$ cat src/rtl/pwm_capture.sv
// rtl/pwm_capture.sv - PWM high-time/period capture with stuck-line timeout
module pwm_capture #(
    parameter int CNT_W   = 10,
    parameter int TIMEOUT = 256
) (
    input  logic             clk,
    input  logic             rst_n,
    input  logic             en,
    input  logic             pwm_in,
    output logic [CNT_W-1:0] high_time,
    output logic [CNT_W-1:0] period,
    output logic             stuck_lo,
    output logic             stuck_hi,
    output logic             valid
);
    localparam logic [CNT_W-1:0] TO_CNT  = CNT_W'(TIMEOUT);
    localparam logic [CNT_W-1:0] CNT_MAX = '1;

    typedef enum logic [1:0] {ST_IDLE, ST_WAIT, ST_HIGH, ST_LOW} state_t;

    state_t           state, state_nxt;
    logic             s1, s2, s3;
    logic             rise, fall, at_to;
    logic [CNT_W-1:0] per_cnt, hi_cnt;
    logic [CNT_W-1:0] per_nxt, hi_nxt;
    logic [CNT_W-1:0] per_inc, hi_inc;
    logic             load_meas, load_to;

    // s1/s2 resolve metastability on the asynchronous line; s3 is the edge reference
    always_ff @(posedge clk or negedge rst_n) begin
        if (!rst_n) begin
            s1 <= 1'b0;
            s2 <= 1'b0;
            s3 <= 1'b0;
        end else begin
            s1 <= pwm_in;
            s2 <= s1;
            s3 <= s2;
        end
    end

    assign rise    = s2 & ~s3;
    assign fall    = ~s2 & s3;
    assign at_to   = (per_cnt == TO_CNT);
    assign per_inc = (per_cnt == CNT_MAX) ? per_cnt : per_cnt + 1'b1;
    assign hi_inc  = (hi_cnt == CNT_MAX) ? hi_cnt : hi_cnt + 1'b1;

    always_ff @(posedge clk or negedge rst_n) begin
        if (!rst_n) state <= ST_IDLE;
        else        state <= state_nxt;
    end

    always_comb begin
        state_nxt = state;
        if (!en) begin
            state_nxt = ST_IDLE;
        end else begin
            case (state)
                ST_IDLE: state_nxt = ST_WAIT;
                ST_WAIT: begin
                    if (rise)       state_nxt = ST_HIGH;
                    else if (at_to) state_nxt = ST_WAIT;
                end
                ST_HIGH: begin
                    if (at_to)      state_nxt = ST_WAIT;
                    else if (fall)  state_nxt = ST_LOW;
                end
                ST_LOW: begin
                    if (rise)       state_nxt = ST_HIGH;
                    else if (at_to) state_nxt = ST_WAIT;
                end
                default: state_nxt = ST_IDLE;
            endcase
        end
    end

    // Counter updates and report strobes; a rise always wins over a timeout
    always_comb begin
        per_nxt   = per_cnt;
        hi_nxt    = hi_cnt;
        load_meas = 1'b0;
        load_to   = 1'b0;
        if (!en || state == ST_IDLE) begin
            per_nxt = '0;
            hi_nxt  = '0;
        end else begin
            case (state)
                ST_WAIT: begin
                    if (rise) begin
                        per_nxt = CNT_W'(1);
                        hi_nxt  = CNT_W'(1);
                    end else if (at_to) begin
                        load_to = 1'b1;
                        per_nxt = CNT_W'(1);
                        hi_nxt  = '0;
                    end else begin
                        per_nxt = per_inc;
                    end
                end
                ST_HIGH: begin
                    if (at_to) begin
                        load_to = 1'b1;
                        per_nxt = CNT_W'(1);
                        hi_nxt  = '0;
                    end else begin
                        per_nxt = per_inc;
                        if (!fall) hi_nxt = hi_inc;
                    end
                end
                ST_LOW: begin
                    if (rise) begin
                        load_meas = 1'b1;
                        per_nxt   = CNT_W'(1);
                        hi_nxt    = CNT_W'(1);
                    end else if (at_to) begin
                        load_to = 1'b1;
                        per_nxt = CNT_W'(1);
                        hi_nxt  = '0;
                    end else begin
                        per_nxt = per_inc;
                    end
                end
                default: begin
                    per_nxt = '0;
                    hi_nxt  = '0;
                end
            endcase
        end
    end

    always_ff @(posedge clk or negedge rst_n) begin
        if (!rst_n) begin
            per_cnt   <= '0;
            hi_cnt    <= '0;
            high_time <= '0;
            period    <= '0;
            stuck_lo  <= 1'b0;
            stuck_hi  <= 1'b0;
            valid     <= 1'b0;
        end else begin
            per_cnt <= per_nxt;
            hi_cnt  <= hi_nxt;
            valid   <= load_meas | load_to;
            if (load_meas) begin
                high_time <= hi_cnt;
                period    <= per_cnt;
                stuck_lo  <= 1'b0;
                stuck_hi  <= 1'b0;
            end else if (load_to) begin
                high_time <= '0;
                period    <= '0;
                stuck_lo  <= ~s2;
                stuck_hi  <= s2;
            end
        end
    end
endmodule
$ cat config.mk
export PLATFORM = sky130hd
export DESIGN_NAME = pwm_capture
export DESIGN_NICKNAME = d
export VERILOG_FILES = /design/src/rtl/pwm_capture.sv
export SDC_FILE = /design/constraint.sdc
export NUM_CORES = 1
export LEC_CHECK = 0
export CORE_MARGIN = 4
export CORE_UTILIZATION = 25
export DETAILED_ROUTE_END_ITERATION = 6
export PLACE_DENSITY = 0.5
export SLEW_MARGIN = 20
export SYNTH_ARGS = -nofsm -noshare
export SYNTH_HDL_FRONTEND = slang
export SYNTH_SLANG_ARGS = --single-unit
$ cat constraint.sdc
create_clock -name clk -period 6 [get_ports clk]
set_clock_uncertainty 0.15 [all_clocks]
set_input_delay 1.2 -clock clk [delete_from_list [all_inputs] [get_ports clk]]
set_output_delay 1.2 -clock clk [all_outputs]
set_load 0.005 [all_outputs]
### Word level (Yosys, flattened, before mapping)

Cells that the tools add are included.

| cells by class | value |
|---|---|
| magnitude comparators | 0 |
| bitwise gates (word level) | 5 |
| muxes and demuxes | 32 |
| reductions and logical operators | 7 |
| shifts and indexed selects | 0 |
| eq/ne operators | 11 |
| add/sub/neg operators | 2 |
| div/mod/pow operators | 0 |
| multipliers | 0 |

Operators by type and width:

| cell | count |
|---|---|
| 10-bit 2-to-1 mux | 13 |
| 10-bit one-hot mux with 2 select lines | 2 |
| 10-bit by 1-bit adder with 10-bit output (second input constant) | 2 |
| 10-bit equality test (second input constant) | 2 |
| 4-bit inequality test (second input constant) | 3 |
| 10-bit by 9-bit equality test with 1-bit output (second input constant) | 1 |
| 1-bit 2-to-1 mux | 10 |
| 2-bit 2-to-1 mux | 5 |
| 2-bit one-hot mux with 3 select lines | 1 |
| 2-bit equality test (second input constant) | 2 |
| 4-bit by 1-bit inequality test with 1-bit output (second input constant) | 1 |
| 4-bit by 2-bit inequality test with 1-bit output (second input constant) | 1 |
| 3-bit AND reduction | 1 |
| 1-bit bitwise AND | 2 |
| 2-bit by 1-bit equality test with 1-bit output (second input constant) | 1 |
| 2-bit logical NOT | 1 |
| 1-bit NOT | 2 |
| 1-bit one-hot mux with 2 select lines | 1 |
| 2-bit AND reduction | 1 |
| 2-bit nonzero test | 1 |
| 2-bit OR reduction | 1 |
| 1-bit logical NOT | 1 |
| 1-bit logical OR | 1 |
| 1-bit bitwise OR | 1 |

| word-level totals | value |
|---|---|
| flip-flop bits (word level) | 48 |
| bits of input ports | 4 |
| memory bits (writable) | 0 |
| word-level logic and storage cells | 68 |
| memories kept | 0 |
| memory bits (read-only) | 0 |
| bits in latches | 0 |
| output and inout bits | 23 |

### Logic depth before layout (Yosys ltp)

Gate-level depths: netlist (run 1).

| logic depth | value |
|---|---|
| word-level depth | 7 |
| depth in mapped cells | 8 |
| mapped depth without buffers | 7 |

### Worst setup path after synthesis (run 1)

OpenSTA, ideal clock, no wires.

| path | value |
|---|---|
| kind | input to register |
| start | input en |
| end | register hi_cnt[9] |
| data required time | 5.784 ns |
| path slack | 3.802 ns |
| path buffers | 0 |
| arrival time | 1.982 ns |
| cell stages on the path | 4 |
| setup time | 0.066 ns |
| path through | nand2_1 nor3b_2 o21ai_0 o2bb2a_1 |

| between the ends | value |
|---|---|
| cells in the longest elaborated chain, start to end | 4 |
| elaborated cells between the ends (all ways) | 7 |
| classes of those cells | eq/ne (3); mux (1); reduce/logical (3) |

Ends and longest elaborated chain:

| what | RTL line | RTL |
|---|---|---|
| start: declaration | 8 | `input logic en,` |
| 1-bit logical NOT (*) | 83 | `if (!en \|\| state == ST_IDLE) begin` |
| 1-bit logical OR (*) | 83 |  |
| 4-bit inequality test (no source line) / 4-bit by 1-bit inequality test with 1-bit output (equally long branches) | - |  |
| 3-bit AND reduction (no source line) | - |  |
| end signal: assignment | 142 | `hi_cnt <= hi_nxt;` |
| end: declaration | 24 | `logic [CNT_W-1:0] per_cnt, hi_cnt;` |

Mark *: on every way between the ends. The rest lies on a longest branch, timed or not.
A chain may end at the register's enable or synchronous reset.

### Worst setup path in the final report (run 1)

Same ends and word-level chain as after synthesis.

==> results by group, run 1 <==
Placement
  • Post-Place Worst Slack: 2930 ps
  • Hpwl dp: 3.12 mm
  • Gpl congestion: 0.784
  • PortBufs: 26

Routing
  • Wire length per cell: 13.9 um
  • Drt via density: 4.78
  • Initial DRT Pass Iterations: 4
  • Antenna viol nets, final: 0
  • Drc violations: 0
  • Routed via count: 1600
  • Drt total wl: 4.65 mm
  • Drt first-iter violations: 94

Floorplan
  • Die W: 102 um
  • Num rows: 33
  • Total die area: 10300 um^2
  • Initial Utilization: 26.1%
  • Number of I/O pins: 27
  • Core Area: 8380 um^2
  • Die Y: 102 um

STA
  • Setup slack after layout: 3270 ps
  • Setup_tns: 0 ps
  • Period minus WS final: 2730 ps
  • Slew HR: 44.2%
  • Fmax: 366 MHz
  • Final cycle utilization of the critical path: 45.6%
  • Final setup viols: 0
  • Final number of max-transition violations: 0
  • Hold Violations, Final: 0
  • RSZ-0062 raised after global routing: false
  • Slew @ Worst Pin: 838 ps

Setup path
  • WP data required: 6080 ps
  • Crit path kind: in -> reg
  • Critical Path Fanout Max: 10
  • Crit. End Element: register
  • Register-to-register setup slack: 3570 ps
  • Arr. time, crit path: 2820 ps
  • Worst r2r dst: high_time[6]$_DFFE_PN0P_
  • FF-to-FF Start: per_cnt[0]$_DFF_PN0_
  • CP startpoint: en
  • CP Launch Type: input pin
  • Reg2reg path depth: 6
  • Crit path to: hi_cnt[9]$_DFFE_PN0P_

Clock tree
  • H-Tree Depth: 2
  • Root Driver: clkbuf_8
  • Number of gates resized after cts: 0
  • Hold-fix buffers at CTS: 0
  • Setup bufs post-CTS: 0
  • Bufs on Longest Clock Path: 2
  • CTS tree: done
  • Total CTS buffers: 5
  • Clock sink count: 48
  • Clk_lat worst skew: 300 ps
  • Clk pin slew, worst setup/hold paths: 80 ps

Cells and area
  • Register area: 1200 um^2
  • Core Util, Final: 31.4%
  • Synth-to-Final Area Change: 20.4%
  • Fraction of layout cells with a size suffix above 1: 6.09%
  • Ant diodes: 0
  • Filler cells: 874
  • Area of the multi-input gates: 907 um^2
  • Final #Nets: 236

Yosys
  • Syn Std Cell Area: 2190 um^2
  • Main synth FF type: dfrtp_1
  • Synth Instances: 201
  • Yosys reg bits: 48
  • Synth warnings: 0
  • Async SR Flop Fraction: 100%
  • Netlist cell types: 40
  • Number of synthesized flops with an enable pin: 0
  • Syn avg cell area: 10.9 um^2
  • Sequential share of the synthesized area: 54.9%
  • Mapped Nets: 208

Global routing
  • First-pass GRT wire length: 7.89 mm
  • Largest net degree at the start of global routing: 49
  • GRT Total Usage: 9.69%
  • GRT overflow: 0
  • Initial antenna violation count: 0
  • Number of global-route vias before repair: 1593

Power
  • Leak pwr: 0.00111 uW
  • Clk pwr share: 34.4%
  • Max VDD drop: 0.0000824 V
  • Power per standard cell area: 221 nW/um^2
  • Power share of the sequential group: 58.3%
  • Power Internal: 445 uW
  • Switching power: 137 uW
  • Combinational power share: 7.2%
  • Sw Ratio: 23.5%

Min path
  • Min-Delay Path Class: reg -> reg

Status
  • Status: completed

Flow run
  • Maxcap violations: 0
per-stage QoR:
stage,instance area [um^2],hold slack (ps),power [uW],std cells
final,2630,207,581,335
after global routing,2630,226,610,335
after CTS,2630,210,592,335
after detailed placement,2540,190,389,327
after global placement,2540,184,388,327
after floorplan,2190,181,365,201
worst min-delay path by stage:
| stage | start | end | slack [ps] | cells past startpoint |
|---|---|---|---|---|
| final | s1$_DFF_PN0_ | s2$_DFF_PN0_ | 210 | 0 |
| after global routing | s1$_DFF_PN0_ | s2$_DFF_PN0_ | 230 | 0 |
| after CTS | s1$_DFF_PN0_ | s2$_DFF_PN0_ | 210 | 0 |
| after floorplan | s1$_DFF_PN0_ | s2$_DFF_PN0_ | 180 | 0 |
| after detailed placement | s1$_DFF_PN0_ | s2$_DFF_PN0_ | 190 | 0 |
| after global placement | s1$_DFF_PN0_ | s2$_DFF_PN0_ | 180 | 0 |
Yosys cell counts (3+ instances only):
library cell   n  area share, %
dfrtp_1       48             55
and3_1         4            1.1
a21oi_1        8            1.8
ha_1           3            1.7
nand3_1        8            1.8
xnor2_1        4            1.6
nand2_1       17            2.9
clkbuf_1       3           0.51
buf_6          3            1.5
nor2_1        20            3.4
nand4_1        4            1.1
o22a_1         3            1.2
o21ai_0       10            2.3
nor3_1         6            1.4
a22o_1        20            8.0
inv_1          9            1.5
layout make-up:
cell class	count	area share, %
sequential	48	45.6
multi-input combinational	138	34.5
timing repair buffer	27	10.1
tap	105	4.99
clock buffer	7	3.28
inverter	9	1.28
clock inverter	1	0.285
sequential cells by signal, summed over array words and instances, names as in the netlist:
register   flops
state          2
stuck_lo       1
hi_cnt        10
period        10
per_cnt       10
stuck_hi       1
s2             1
high_time     10
s3             1
valid          1
s1             1
cell families (layout without fill, tap and decap cells):
group | after synthesis | in the layout | share of synthesized area (%)
flip-flops | 48 | 48 | 54.9
AND/OR/NAND/NOR | 72 | 72 | 17.6
adder cells (fa/ha/maj) | 3 | 3 | 1.72
AO/OA/AOI/OAI | 56 | 56 | 19.2
multiplexers | 2 | 2 | 0.915
buffers and inverters | 15 | 44 | 3.60
XOR/XNOR | 5 | 5 | 2.00
worst max-delay path, cell delays in order:
cell	delay, ps
clkdlybuf4s50_1	560
nand2_1	110
nor3b_2	510
o21ai_0	180
o2bb2a_1	260
power by group through the flow:
stage               clock, uW  sequential [uW]  combinational [uW]
finish                    200              339                42.0
global route              221              341                48.3
CTS                       210              340                43.1
detailed placement          0              346                42.8
global placement            0              346                42.5
floorplan                   0              344                20.3
placed cells by master, fill, tap and decap left out, types with 4 or more instances in the layout:
cell type / n
nand3_1: 8
nand2_1: 17
nor2_1: 20
xnor2_1: 4
o21ai_0: 10
nand4_1: 4
a21oi_1: 8
nor3_1: 6
and3_1: 4
clkbuf_8: 6
clkdlybuf4s50_1: 25
dfrtp_1: 48
inv_1: 9
a22o_1: 20
per-layer routing:
metal / GRT usage, % / wire length, um / vias up
met5: 0 / 0 / -
met4: 3.68 / 80 / 0
li1: - / - / 801
met1: 14.2 / 2460 / 769
met3: 2.41 / 149 / 7
met2: 13.7 / 1950 / 23
No activity file was read; power rests on OpenSTA's default activity.
==> run 2: changes to the inputs <==
Settings changed: PLACE_DENSITY 0.5 to 0.52.
Clock period 6 ns to 2.3 ns, I/O delays scaled along.
==> results by group, run 2 (synthesis results as in run 1) <==
Setup path
  • FF-to-FF Start: per_cnt[0]$_DFF_PN0_ (unchanged)
  • WP data required: 2340 ps (was 6080 ps)
  • CP Buf/Inv Count: 2 (was 1)
  • Crit path kind: reg -> reg (was in -> reg)
  • CP Cell Sequence: inv_1, ha_1, nor4b_4, nand4_4, nand4_1, buf_4, o21ai_0, a32o_1 (was clkdlybuf4s50_1, nand2_1, nor3b_2, o21ai_0, o2bb2a_1)
  • Reg2reg path depth: 8 (was 6)
  • Arr. time, crit path: 2160 ps (was 2820 ps)
  • Max stage delay on crit path: 430 ps (was 560 ps)
  • Worst r2r dst: hi_cnt[8]$_DFFE_PN0P_ (was high_time[6]$_DFFE_PN0P_)
  • CP max-delay cell: dfrtp_1 (was clkdlybuf4s50_1)
  • Register-to-register setup slack: 170 ps (was 3570 ps)
  • CP Depth: 8 (was 5)
  • Critical Path Fanout Max: 7 (was 10)
  • Family with the most delay on the worst path: simple AND/OR/NAND/NOR gates (unchanged)
  • Crit. End Element: register (unchanged)
  • CP Launch Type: register (was input pin)

Global routing
  • Initial antenna violation count: 0 (unchanged)
  • GRT Total Usage: 10.1% (was 9.69%)
  • GRT overflow: 0 (unchanged)
  • First-pass GRT wire length: 8.18 mm (was 7.89 mm)
  • Number of global-route vias before repair: 1649 (was 1593)
  • Largest net degree at the start of global routing: 49 (unchanged)

STA
  • Slew HR: 63.4% (was 44.2%)
  • Period minus WS final: 2130 ps
  • Setup_tns: 0 ps (unchanged)
  • Final cycle utilization of the critical path: 92.5%
  • Hold Violations, Final: 0 (unchanged)
  • Final number of max-transition violations: 0 (unchanged)
  • Fmax: 470 MHz
  • Slew @ Worst Pin: 546 ps (was 838 ps)
  • Final setup viols: 0 (unchanged)
  • RSZ-0062 raised after global routing: false (unchanged)
  • Worst hold slack: 204 ps (was 207 ps)

Clock tree
  • CTS tree: done (unchanged)
  • Bufs on Longest Clock Path: 2 (unchanged)
  • Total CTS buffers: 5 (unchanged)
  • Root Driver: clkbuf_8 (unchanged)
  • Clk_lat worst skew: 300 ps (about the same)
  • H-Tree Depth: 2 (unchanged)
  • Clock sink count: 48 (unchanged)
  • Setup bufs post-CTS: 0 (unchanged)
  • Clk pin slew, worst setup/hold paths: 90 ps (was 80 ps)

Floorplan
  • Core Area: 8380 um^2 (unchanged)
  • Initial Utilization: 26.1% (unchanged)
  • Number of I/O pins: 27 (unchanged)
  • Total die area: 10300 um^2 (unchanged)
  • Die Y: 102 um (unchanged)
  • Die W: 102 um (unchanged)
  • Num rows: 33 (unchanged)

Routing
  • Routed via count: 1656 (was 1600)
  • Antenna viol nets, final: 0 (unchanged)
  • Wire length per cell: 13.6 um (was 13.9 um)
  • Drt via density: 4.80 (was 4.78)
  • Drc violations: 0 (unchanged)
  • Initial DRT Pass Iterations: 4 (unchanged)
  • Drt total wl: 4.69 mm (was 4.65 mm)
  • Drt first-iter violations: 123 (was 94)

Placement
  • Cell area after placement: 2620 um^2 (was 2540 um^2)
  • Hpwl dp: 3.30 mm (was 3.12 mm)
  • Gpl congestion: 0.822 (was 0.784)
  • PortBufs: 26 (unchanged)

Min path
  • Hold Crit Depth: 0 (unchanged)
  • Min-Delay Path Class: reg -> reg (unchanged)
  • Worst hold path startpoint: s1$_DFF_PN0_ (unchanged)
  • Min-Delay Endpoint: s2$_DFF_PN0_ (unchanged)

Flow run
  • Maxcap violations: 0 (unchanged)

Cells and area
  • Core Util, Final: 32.9% (was 31.4%)
  • Fraction of layout cells with a size suffix above 1: 10.4% (was 6.09%)
  • Synth-to-Final Area Change: 26.0% (was 20.4%)
  • Commonest non-fill, non-tap cells in the layout: dfrtp_1, clkdlybuf4s50_1, nor2_1, a22o_1, nand2_1 (unchanged)
  • Final #Nets: 246 (was 236)
  • Cell area after layout: 2760 um^2 (was 2630 um^2)
  • Commonest non-fill, non-tap cell in the layout: dfrtp_1 (unchanged)
  • Ant diodes: 0 (unchanged)

Power
  • Power per standard cell area: 586 nW/um^2 (was 221 nW/um^2)
  • Max VDD drop: 0.000178 V (was 0.0000824 V)
  • Leak pwr: 0.00118 uW (was 0.00111 uW)

Status
  • Status: completed (unchanged)
## run 2: changes by cell type in the layout (fill, tap and decap cells not counted), sizes merged
cell	change
buf	+9
bufinv	+1
clkbuf	-2
clkinv	+1
dlygate4sd3	+1
## run 2: cell type report
type | count | area, um^2
fill | 845 | 5630
sequential | 48 | 1200
multi-input combinational | 138 | 922
timing repair buffer | 37 | 357
tap | 105 | 131
clock buffer | 5 | 68.8
clock inverter | 3 | 42.5
inverter | 9 | 33.8
## run 2: timing repair
item,in CTS,in global routing
resized for setup,0,3
endpoints found under the setup margin,0,22
hold buffers,1,0
hold endpoints to repair,46,0
## run 2: report_power, final
group	total [uW]	leakage [uW]	internal (uW)	switching, uW
Clock	609	0.0000541	322	287
Combinational	123	0.000466	60.1	62.6
Sequential	883	0.000656	865	18.5
Total	1610	0.00118	1250	368
## run 2: layer usage
| metal | vias up | track usage, % | wire length [um] |
|---|---|---|---|
| met5 | - | 0 | 0 |
| met4 | 0 | 3.68 | 65 |
| met3 | 5 | 2.62 | 189 |
| met2 | 33 | 15.9 | 2190 |
| met1 | 800 | 13.2 | 2240 |
| li1 | 818 | - | - |
## run 2: per-stage QoR
stage | std cells | worst slack (ps) | power [uW]
global route | 345 | 31.9 | 1700
floorplan | 201 | 245 | 951
global placement | 336 | 68.0 | 1020
CTS | 345 | 101 | 1640
finish | 345 | 172 | 1610
detailed placement | 336 | 116 | 1020
## run 2: worst max path at each step
stage | startpoint | to | slack, ps
2_1_floorplan | hi_cnt[0]$_DFFE_PN0P_ | hi_cnt[3]$_DFFE_PN0P_ | 250
3_3_place_gp | per_cnt[0]$_DFF_PN0_ | hi_cnt[1]$_DFFE_PN0P_ | 70
3_5_place_dp | per_cnt[0]$_DFF_PN0_ | hi_cnt[1]$_DFFE_PN0P_ | 120
4_1_cts | per_cnt[0]$_DFF_PN0_ | high_time[9]$_DFFE_PN0P_ | 100
5_1_grt | per_cnt[0]$_DFF_PN0_ | hi_cnt[8]$_DFFE_PN0P_ | 30
6_report | per_cnt[0]$_DFF_PN0_ | hi_cnt[8]$_DFFE_PN0P_ | 170
==> run 3: changes to the inputs <==
Settings changed: MAX_ROUTING_LAYER set to met4, PLACE_DENSITY 0.52 to not set.
==> results by group, run 3 (synthesis results as in run 1) <==
Placement
  • Cell area after placement: 2620 um^2 (about the same)
  • Gpl congestion: 0.825 (was 0.822)
  • Hpwl dp: 3.44 mm (was 3.30 mm)
  • PortBufs: 26 (unchanged)

Min path
  • Worst hold path startpoint: s1$_DFF_PN0_ (unchanged)
  • Hold Crit Depth: 0 (unchanged)
  • Min-Delay Path Class: reg -> reg (unchanged)
  • Min-Delay Endpoint: s2$_DFF_PN0_ (unchanged)

Clock tree
  • Total CTS buffers: 5 (unchanged)
  • Root Driver: clkbuf_8 (unchanged)
  • Bufs on Longest Clock Path: 2 (unchanged)
  • H-Tree Depth: 2 (unchanged)
  • Clk pin slew, worst setup/hold paths: 90 ps (about the same)
  • Clock sink count: 48 (unchanged)
  • CTS tree: done (unchanged)
  • Clk_lat worst skew: 300 ps (about the same)

Routing
  • Routed via count: 1612 (was 1656)
  • Drt first-iter violations: 92 (was 123)
  • Wire length per cell: 13.6 um (about the same)
  • Drt total wl: 4.70 mm (was 4.69 mm)
  • Antenna viol nets, final: 0 (unchanged)
  • Drt via density: 4.69 (was 4.80)
  • Initial DRT Pass Iterations: 4 (unchanged)
  • Drc violations: 0 (unchanged)

STA
  • Final number of max-transition violations: 0 (unchanged)
  • Final cycle utilization of the critical path: 94.7% (was 92.5%)
  • Period minus WS final: 2180 ps (was 2130 ps)
  • Final setup viols: 0 (unchanged)
  • RSZ-0062 raised after global routing: false (unchanged)
  • Hold Violations, Final: 0 (unchanged)
  • Slew HR: 63.9% (was 63.4%)
  • Fmax: 459 MHz (was 470 MHz)
  • Slew @ Worst Pin: 542 ps (was 546 ps)
  • Setup_tns: 0 ps (unchanged)

Global routing
  • Largest net degree at the start of global routing: 27 (was 49)
  • First-pass GRT wire length: 7.87 mm (was 8.18 mm)
  • GRT Total Usage: 9.89% (was 10.1%)
  • Number of global-route vias before repair: 1562 (was 1649)
  • Initial antenna violation count: 0 (unchanged)
  • GRT overflow: 0 (unchanged)

Status
  • Status: completed (unchanged)

Setup path
  • WP data required: 2350 ps (was 2340 ps)
  • Worst r2r dst: high_time[2]$_DFFE_PN0P_ (was hi_cnt[8]$_DFFE_PN0P_)
  • CP Launch Type: register (unchanged)
  • Crit path kind: reg -> reg (unchanged)
  • Reg2reg path depth: 7 (was 8)
  • Critical Path Fanout Max: 22 (was 7)
  • Crit. End Element: register (unchanged)
  • Arr. time, crit path: 2230 ps (was 2160 ps)
  • FF-to-FF Start: per_cnt[0]$_DFF_PN0_ (unchanged)
  • Register-to-register setup slack: 120 ps (was 170 ps)

Cells and area
  • Commonest non-fill, non-tap cells in the layout: dfrtp_1, clkdlybuf4s50_1, nor2_1, a22o_1, nand2_1 (unchanged)
  • Fraction of layout cells with a size suffix above 1: 10.9% (was 10.4%)
  • Synth-to-Final Area Change: 26.8% (was 26.0%)
  • Cell area after layout: 2770 um^2 (was 2760 um^2)
  • Commonest non-fill, non-tap cell in the layout: dfrtp_1 (unchanged)
  • Final #Nets: 245 (was 246)
  • Ant diodes: 0 (unchanged)

Floorplan
  • Die Y: 102 um (unchanged)
  • Initial Utilization: 26.1% (unchanged)
  • Die W: 102 um (unchanged)
  • Core Area: 8380 um^2 (unchanged)
  • Number of I/O pins: 27 (unchanged)
  • Total die area: 10300 um^2 (unchanged)
  • Num rows: 33 (unchanged)

Power
  • Max VDD drop: 0.000383 V (was 0.000178 V)
  • Clk pwr share: 37.7% (about the same)
  • Combinational power share: 7.7% (was 7.6%)
  • Power share of the sequential group: 54.6% (was 54.7%)
  • Power Internal: 1250 uW (about the same)
  • Leak pwr: 0.00118 uW (about the same)
  • Switching power: 372 uW (was 368 uW)
  • Sw Ratio: 23.0% (was 22.8%)
  • Power per standard cell area: 584 nW/um^2 (was 586 nW/um^2)

Flow run
  • Maxcap violations: 0 (unchanged)
==> run 3: area by class of cell <==
| type | instances | area, um^2 |
|---|---|---|
| Timing Repair Buffer | 36 | 358 |
| Clock buffer | 5 | 68.8 |
| Tap cell | 105 | 131 |
| Fill cell | 835 | 5610 |
| Sequential cell | 48 | 1200 |
| Multi-Input combinational cell | 138 | 938 |
| Inverter | 9 | 33.8 |
| Clock inverter | 3 | 42.5 |
==> run 3: per-layer routing <==
metal  share of wire (%)  wire length (um)  track usage, %
met4                 1.7                78            3.99
met2                  45              2140            14.9
met5                   0                 0               -
met1                  48              2250            12.7
met3                 4.9               232            2.48
==> run 3: power by group through the flow <==
stage	clock (uW)	sequential (uW)	combinational (uW)
after floorplan	0	898	53.0
after global placement	0	901	120
after detailed placement	0	901	123
after CTS	626	884	125
after global routing	660	890	141
final	611	884	124
==> run 3: how the worst max path moves through the flow <==
| stage | startpoint | end | slack (ps) | depth (start not counted) |
|---|---|---|---|---|
| floorplan | hi_cnt[0]$_DFFE_PN0P_ | hi_cnt[3]$_DFFE_PN0P_ | 250 | 6 |
| global placement | per_cnt[0]$_DFF_PN0_ | hi_cnt[1]$_DFFE_PN0P_ | 190 | 7 |
| detailed placement | per_cnt[0]$_DFF_PN0_ | high_time[2]$_DFFE_PN0P_ | 120 | 7 |
| CTS | per_cnt[0]$_DFF_PN0_ | high_time[2]$_DFFE_PN0P_ | 70 | 7 |
| global route | per_cnt[0]$_DFF_PN0_ | high_time[5]$_DFFE_PN0P_ | 20 | 7 |
| finish | per_cnt[0]$_DFF_PN0_ | high_time[2]$_DFFE_PN0P_ | 120 | 7 |
==> run 3: timing repair <==
action | CTS | global route
buffers inserted | 0 | 0
gates resized for setup | 0 | 4
endpoints found under the setup margin | 0 | 17
hold buffers | 1 | 0
hold endpoints to repair | 6 | 0
==> run 3: stage by stage <==
step                      hold WS, ps  instances  util (%)  setup WS, ps  total power, uW
after floorplan                  14.4        201         -           245              951
after global placement            184        335      31.3           192             1020
after detailed placement          186        335      31.3           120             1020
after CTS                         206        344      32.7          72.8             1630
after global routing              230        344      33.1          19.2             1690
final                             205        344      33.1           122             1620
==> run 3: worst max-delay path, cell delays in order (launching register included) <==
cell and delay (ps):
dfrtp_1 420, inv_1 100, ha_1 160, nor4b_4 250, nand4_4 190, a211o_4 400
buf_12 160, a22o_1 230
